===== config.mk =====
export PLATFORM = sky130hd
export DESIGN_NAME = zif_tx_framer
export DESIGN_NICKNAME = d
export VERILOG_FILES = /design/src/rtl/zif_tx_framer.sv
export SDC_FILE = /design/constraint.sdc
export NUM_CORES = 1
export LEC_CHECK = 0
export ABC_AREA = 1
export CELL_PAD_IN_SITES_DETAIL_PLACEMENT = 1
export CELL_PAD_IN_SITES_GLOBAL_PLACEMENT = 2
export CORE_MARGIN = 3
export CORE_UTILIZATION = 41
export CTS_CLUSTER_DIAMETER = 40
export DETAILED_ROUTE_END_ITERATION = 6
export MAX_ROUTING_LAYER = met4
export PLACE_DENSITY = 0.8
export SYNTH_ARGS = -nofsm -noshare
export SYNTH_HDL_FRONTEND = slang
export SYNTH_SLANG_ARGS = --single-unit
export TNS_END_PERCENT = 10

===== constraint.sdc =====
create_clock -name axis_zif_clk_in -period 3.5 [get_ports axis_zif_clk_in]
set_input_delay 0.525 -clock axis_zif_clk_in [delete_from_list [all_inputs] [get_ports axis_zif_clk_in]]
set_output_delay 0.525 -clock axis_zif_clk_in [all_outputs]
set_load 0.03 [all_outputs]

===== src/rtl/zif_tx_framer.sv =====
// zif_tx_framer
// Framing stage in front of the ZIF TX AXI-stream port. Unframed 32-bit
// samples are buffered in a small FIFO and re-emitted as fixed-length frames
// with tkeep/tlast. An upstream tlast closes a frame early.
// Optional feature macro: ZIF_TX_FRAMER_HDR_EN. When defined, every frame is
// prefixed by a header word {seq[15:0], len[15:0]}. When undefined, the header
// state and the sequence register are not built.

module zif_tx_framer #(
    parameter int          FIFO_AW   = 4,
    parameter logic [15:0] HDR_MAGIC = 16'hA5C3
) (
    input  logic        axis_zif_clk_in,
    input  logic        reset0_in,
    input  logic        enable_in,
    input  logic [15:0] frame_len_in,
    input  logic [31:0] s_axis_tdata_in,
    input  logic        s_axis_tvalid_in,
    input  logic        s_axis_tlast_in,
    output logic        s_axis_tready_out,
    output logic [31:0] m_axis_tdata_out,
    output logic [3:0]  m_axis_tkeep_out,
    output logic        m_axis_tlast_out,
    output logic        m_axis_tvalid_out,
    input  logic        m_axis_tready_in,
    output logic [15:0] frame_cnt_out,
    output logic [15:0] early_cnt_out,
    output logic        busy_out
);

    localparam int DEPTH = 1 << FIFO_AW;

    // The magic value is reserved for a future header format; zero is not allowed.
    if (HDR_MAGIC == 16'h0000) begin : g_magic_reserved
        $error("zif_tx_framer: HDR_MAGIC must be non-zero");
    end

`ifdef ZIF_TX_FRAMER_HDR_EN
    typedef enum logic [1:0] {
        ST_IDLE = 2'd0,
        ST_HDR  = 2'd1,
        ST_PAY  = 2'd2
    } state_t;
`else
    typedef enum logic {
        ST_IDLE = 1'b0,
        ST_PAY  = 1'b1
    } state_t;
`endif

    state_t state_q;
    state_t state_nxt;

    // FIFO storage and bookkeeping
    logic [32:0]        fifo_mem [DEPTH];
    logic [FIFO_AW-1:0] wr_ptr_q;
    logic [FIFO_AW-1:0] rd_ptr_q;
    logic [FIFO_AW:0]   fifo_count_q;
    logic [FIFO_AW:0]   fifo_count_nxt;
    logic               in_ready_q;
    logic               fifo_empty;
    logic               fifo_wr;
    logic               fifo_rd;
    logic [32:0]        fifo_head;
    logic [31:0]        head_data;
    logic               head_last;

    // Frame bookkeeping
    logic [15:0] len_q;
    logic [15:0] cnt_q;
    logic [15:0] len_eff;
    logic [15:0] len_sel;
    logic [15:0] load_idx;
    logic        pay_last;
    logic        pay_early;
`ifdef ZIF_TX_FRAMER_HDR_EN
    logic [15:0] seq_q;
`endif

    // Output register
    logic        m_valid_q;
    logic [31:0] m_data_q;
    logic        m_last_q;
    logic        m_early_q;
    logic        out_fire;

    // Control strobes from the FSM output decode
    logic load_hdr;
    logic load_pay;
    logic drop_valid;
    logic close_frame;
    logic len_load;
    logic cnt_clr;
    logic cnt_inc;

    logic [15:0] frame_cnt_q;
    logic [15:0] early_cnt_q;

    assign fifo_empty = (fifo_count_q == '0);
    assign fifo_wr    = s_axis_tvalid_in && in_ready_q;
    assign fifo_head  = fifo_mem[rd_ptr_q];
    assign head_data  = fifo_head[31:0];
    assign head_last  = fifo_head[32];
    assign out_fire   = m_valid_q && m_axis_tready_in;
    assign len_eff    = (frame_len_in == 16'd0) ? 16'd1 : frame_len_in;
    assign pay_last   = (load_idx == (len_sel - 16'd1)) || head_last;
    assign pay_early  = head_last && (load_idx < (len_sel - 16'd1));

    assign fifo_count_nxt = fifo_count_q
                          + {{FIFO_AW{1'b0}}, fifo_wr}
                          - {{FIFO_AW{1'b0}}, fifo_rd};

    // FIFO storage has no reset; only entries below the count are ever read.
    always_ff @(posedge axis_zif_clk_in) begin
        if (fifo_wr) begin
            fifo_mem[wr_ptr_q] <= {s_axis_tlast_in, s_axis_tdata_in};
        end
    end

    // FIFO pointers, occupancy and the registered ready (not-full) flag.
    always_ff @(posedge axis_zif_clk_in) begin
        if (reset0_in) begin
            wr_ptr_q     <= '0;
            rd_ptr_q     <= '0;
            fifo_count_q <= '0;
            in_ready_q   <= 1'b0;
        end else begin
            if (fifo_wr) begin
                wr_ptr_q <= wr_ptr_q + 1'b1;
            end
            if (fifo_rd) begin
                rd_ptr_q <= rd_ptr_q + 1'b1;
            end
            fifo_count_q <= fifo_count_nxt;
            in_ready_q   <= (fifo_count_nxt != (FIFO_AW + 1)'(DEPTH));
        end
    end

    // FSM state register.
    always_ff @(posedge axis_zif_clk_in) begin
        if (reset0_in) begin
            state_q <= ST_IDLE;
        end else begin
            state_q <= state_nxt;
        end
    end

    // FSM next-state decode.
    always_comb begin
        state_nxt = state_q;
        case (state_q)
            ST_IDLE: begin
                if (enable_in && !fifo_empty) begin
`ifdef ZIF_TX_FRAMER_HDR_EN
                    state_nxt = ST_HDR;
`else
                    state_nxt = ST_PAY;
`endif
                end
            end
`ifdef ZIF_TX_FRAMER_HDR_EN
            ST_HDR: begin
                if (out_fire) begin
                    state_nxt = ST_PAY;
                end
            end
`endif
            ST_PAY: begin
                if (out_fire && m_last_q) begin
                    state_nxt = ST_IDLE;
                end
            end
            default: state_nxt = ST_IDLE;
        endcase
    end

    // FSM output decode: which word (if any) enters the output register this cycle.
    always_comb begin
        load_hdr    = 1'b0;
        load_pay    = 1'b0;
        drop_valid  = 1'b0;
        close_frame = 1'b0;
        len_load    = 1'b0;
        cnt_clr     = 1'b0;
        cnt_inc     = 1'b0;
        fifo_rd     = 1'b0;
        len_sel     = len_q;
        load_idx    = cnt_q + {15'd0, out_fire};
        case (state_q)
            ST_IDLE: begin
                len_sel  = len_eff;
                load_idx = 16'd0;
                if (enable_in && !fifo_empty) begin
                    len_load = 1'b1;
                    cnt_clr  = 1'b1;
`ifdef ZIF_TX_FRAMER_HDR_EN
                    load_hdr = 1'b1;
`else
                    load_pay = 1'b1;
                    fifo_rd  = 1'b1;
`endif
                end
            end
`ifdef ZIF_TX_FRAMER_HDR_EN
            ST_HDR: begin
                load_idx = 16'd0;
                if (out_fire) begin
                    if (!fifo_empty) begin
                        load_pay = 1'b1;
                        fifo_rd  = 1'b1;
                    end else begin
                        drop_valid = 1'b1;
                    end
                end
            end
`endif
            ST_PAY: begin
                if (out_fire && m_last_q) begin
                    close_frame = 1'b1;
                    drop_valid  = 1'b1;
                end else begin
                    cnt_inc = out_fire;
                    if ((!m_valid_q || out_fire) && !fifo_empty) begin
                        load_pay = 1'b1;
                        fifo_rd  = 1'b1;
                    end else if (out_fire) begin
                        drop_valid = 1'b1;
                    end
                end
            end
            default: begin
                drop_valid = 1'b0;
            end
        endcase
    end

    // Output register; holds its contents until the downstream handshake.
    always_ff @(posedge axis_zif_clk_in) begin
        if (reset0_in) begin
            m_valid_q <= 1'b0;
            m_data_q  <= '0;
            m_last_q  <= 1'b0;
            m_early_q <= 1'b0;
        end else if (load_hdr) begin
            m_valid_q <= 1'b1;
`ifdef ZIF_TX_FRAMER_HDR_EN
            m_data_q  <= {seq_q, len_eff};
`else
            m_data_q  <= {16'd0, len_eff};
`endif
            m_last_q  <= 1'b0;
            m_early_q <= 1'b0;
        end else if (load_pay) begin
            m_valid_q <= 1'b1;
            m_data_q  <= head_data;
            m_last_q  <= pay_last;
            m_early_q <= pay_early;
        end else if (drop_valid) begin
            m_valid_q <= 1'b0;
        end
    end

    // Frame length latch and payload word counter.
    always_ff @(posedge axis_zif_clk_in) begin
        if (reset0_in) begin
            len_q <= 16'd1;
            cnt_q <= '0;
        end else begin
            if (len_load) begin
                len_q <= len_eff;
            end
            if (cnt_clr) begin
                cnt_q <= '0;
            end else if (cnt_inc) begin
                cnt_q <= cnt_q + 16'd1;
            end
        end
    end

`ifdef ZIF_TX_FRAMER_HDR_EN
    // Header sequence number advances once per completed frame.
    always_ff @(posedge axis_zif_clk_in) begin
        if (reset0_in) begin
            seq_q <= '0;
        end else if (close_frame) begin
            seq_q <= seq_q + 16'd1;
        end
    end
`endif

    // Status counters for completed and early-closed frames; both wrap.
    always_ff @(posedge axis_zif_clk_in) begin
        if (reset0_in) begin
            frame_cnt_q <= '0;
            early_cnt_q <= '0;
        end else if (close_frame) begin
            frame_cnt_q <= frame_cnt_q + 16'd1;
            if (m_early_q) begin
                early_cnt_q <= early_cnt_q + 16'd1;
            end
        end
    end

    assign s_axis_tready_out = in_ready_q;
    assign m_axis_tdata_out  = m_data_q;
    assign m_axis_tkeep_out  = {4{m_valid_q}};
    assign m_axis_tlast_out  = m_last_q;
    assign m_axis_tvalid_out = m_valid_q;
    assign frame_cnt_out     = frame_cnt_q;
    assign early_cnt_out     = early_cnt_q;
    assign busy_out          = (state_q != ST_IDLE);

endmodule


==> out/metrics.yaml <==
run_status: "finished clean"
arrival_ps: 3740
hp-class: "register to register"
hpwlAfterDp_um: 41400
drt-total-wl_um: 75600
critPathLaunchType: "input port"
async_flop_share_pct: 0
clockRootBuffer: "clkbuf_16"
gp_congestion: 0.805
antenna_found_initial: 5
hold_buffers: 0
fp.dieW_um: 262
grt_pass1_vias: 20521
finalCritPeriodShare_pct: 90.5
start_util_pct: 41.6
mappedNetlistArea_um2: 26900
crit_top_cell: "nand2_1"
fillers: 6788
cts_resized: 0
synth_compound_area_share_pct: 11.9
hold_viol: 0
rsz0062_at_grt: "false"
cts_num_sinks: 646
drtAntennaViolNets: 0
synthAdderAreaFrac_pct: 1.61
whs_ps: 460
critPathSlowestCell: "clkdlybuf4s50_1"
final_common_cell: "edfxtp_1"
fin_worst_skew_ps: 31.9
powerDensity_nw_per_um2: 778
cp_cell_sequence: "clkdlybuf4s50_1 -> nand2_2 -> inv_1 -> ha_1 -> ha_1 -> nand2_1 -> inv_1 -> nand2_1 -> nor2_1 -> nand2_1 -> inv_1 -> buf_4 -> buf_4 -> o21ai_0 -> a21oi_1 -> ha_1 -> nand2_1 -> nor4_2 -> buf_4 -> nand2_1 -> o21ai_0 -> nor2_1 -> nor2_1"
yosysSeqAreaShare_pct: 67.7
io_buffers: 125
fin_nets: 2676
end_kind: "register"
drt_pass1_iterations: 5
avgSynthCellArea_um2: 11.1
required_ps: 4080
grt_max_degree: 268
tightestPinTransition_ps: 1160
synth_edf_count: 528
dp_slack_ps: -375
fin_ws_ps: 332
setup_tns_ps: 0
max_freq_ghz: 0.316
drc: 0
met1_usage_pct: 27.9
post-route-util_pct: 51.5
cts_buffer_depth: 3
max_stage_delay_ps: 470
cts.clk_slew.worst_paths_ps: 50
core_area_um2: 64700
synth_top_flop_cell: "edfxtp_1"
crit_path_max_fanout: 4
drive_above_1_share_pct: 11.8
post_drt_via_cell_ratio: 5.40
critPathKind: "input port to register"
gr-usage-met3_pct: 3.80
global_route.usage.met2_pct: 37.4
ctsHtreeMaxLevel: 3
synth_nets: 2509
min_delay_path_depth: 2
gr-usage-all-layers_pct: 22.6
ir_worst_vdd_mv: 0.673
cap_violations: 0
synth_top_family_by_area: "simple AND/OR/NAND/NOR gates"
setup_viol: 0
synth_xor_area_share_pct: 0.911
power_w: 0.0259
ys.warnings.count: 0
r2r_cells: 22
rows: 93
fp.dieH_um: 262
die_area_um2: 68800
ys_types: 44
insertion_delay_ps: 670
slew_viol_final: 0
cts_tree: "built"
wl_per_cell_um: 21.3
p_leak_nw: 11.7
max_slew_margin_pct: 22.5
drt_iter0_markers: 1534
syn_to_final_growth_pct: 23.7
grt.overflow.total: 0
grt_pass1_wl_um: 118000
syn-instance-count: 2421
synth-simple-area-share_pct: 13.1
io_pins: 126
final_cell_mix: "528 x edfxtp_1, 445 x nor2_1, 325 x o21ai_0"
synthMuxAreaShare_pct: 0
cts_made_buffers: 106
synth-seq-cells: 646
dr_total_vias: 19137
period_needed_ps: 3170
post-cts-setup-buffers: 0
busiest_layer: "met2"
## Yosys cell counts, types with 3 or more instances
library cell,n,area (um2)
buf_4,9,67.6
dfxtp_1,118,2360
o211ai_1,99,743
buf_6,4,45.0
xor2_1,19,166
nand4_1,13,81.3
o21ai_1,35,175
nor3_1,26,130
buf_2,48,240
nor2_1,461,1730
edfxtp_1,528,15900
a21oi_1,59,295
ha_1,33,413
o221ai_1,32,280
xnor2_1,9,78.8
inv_1,167,627
clkbuf_1,70,263
o21ai_0,325,1630
buf_1,5,18.8
nand2_1,183,687
inv_2,4,15.0
nand3_1,131,656
nor2_4,3,33.8
nor2_2,5,31.3
nand2_2,5,31.3
## sequential cells by signal (all words and copies together) (netlist names), 4 cells and up, named ones only
register and count:
cnt_q 16, len_q 16, fifo_mem 528, m_axis_tdata_out 32, wr_ptr_q 4, frame_cnt_out 16
early_cnt_out 16, fifo_count_q 5, rd_ptr_q 4
## area by class of cell
type / instances / area (um2) / share of cell area [%]
Timing Repair Buffer: 195 / 1940 / 5.82
Tap cell: 855 / 1070 / 3.21
Clock inverter: 92 / 1190 / 3.58
Clock buffer: 110 / 2670 / 8.01
Multi-Input combinational cell: 1463 / 7520 / 22.6
Antenna cell: 4 / 10.0 / 0.0301
Sequential cell: 646 / 18200 / 54.7
Inverter: 176 / 671 / 2.01
## per-stage QoR
stage,instance area (um2),instances
floorplan,26900,2421
global placement,29400,3335
detailed placement,29400,3335
CTS,33300,3537
global route,33300,3541
finish,33300,3541
## worst paths after layout
check | from | slack (ps) | to
min reg2reg | len_q[8] | 460 | len_q[8]
min | len_q[8] | 460 | len_q[8]
max | m_axis_tready_in | 330 | m_axis_tlast_out
max reg2reg | m_axis_tvalid_out | 360 | m_axis_tlast_out
## metal layers
layer	wire, um	up-vias
li1	-	8929
met1	32600	9580
met2	37300	464
met3	3570	164
met4	2160	0
met5	0	-
## kinds of logic (layout without fill, tap and decap cells)
kind of cell / after synthesis / count (layout)
AO/OA/AOI/OAI: 561 / 561
XOR/XNOR: 28 / 28
adder cells (fa/ha/maj): 34 / 34
buffers and inverters: 312 / 573
flip-flops: 646 / 646
other: 0 / 4
AND/OR/NAND/NOR: 840 / 840
## critical path: cells and delay by family
kind | cells | cell delay, ps
buffers and inverters | 7 | 1060
and+or+nand+nor | 10 | 1020
adders and majority gates | 3 | 720
AOI/OAI and AO/OA | 3 | 410
## where the power goes
group / leakage [nW] / switching (W) / internal [W] / total (W)
logic: 4.17 / 0.00391 / 0.00185 / 0.00577
clock network: 1.84 / 0.00415 / 0.00700 / 0.0112
registers: 5.72 / 0.000280 / 0.00872 / 0.00900
total: 11.7 / 0.00835 / 0.0176 / 0.0259
Note: power is estimated with default switching activity, not from simulation.
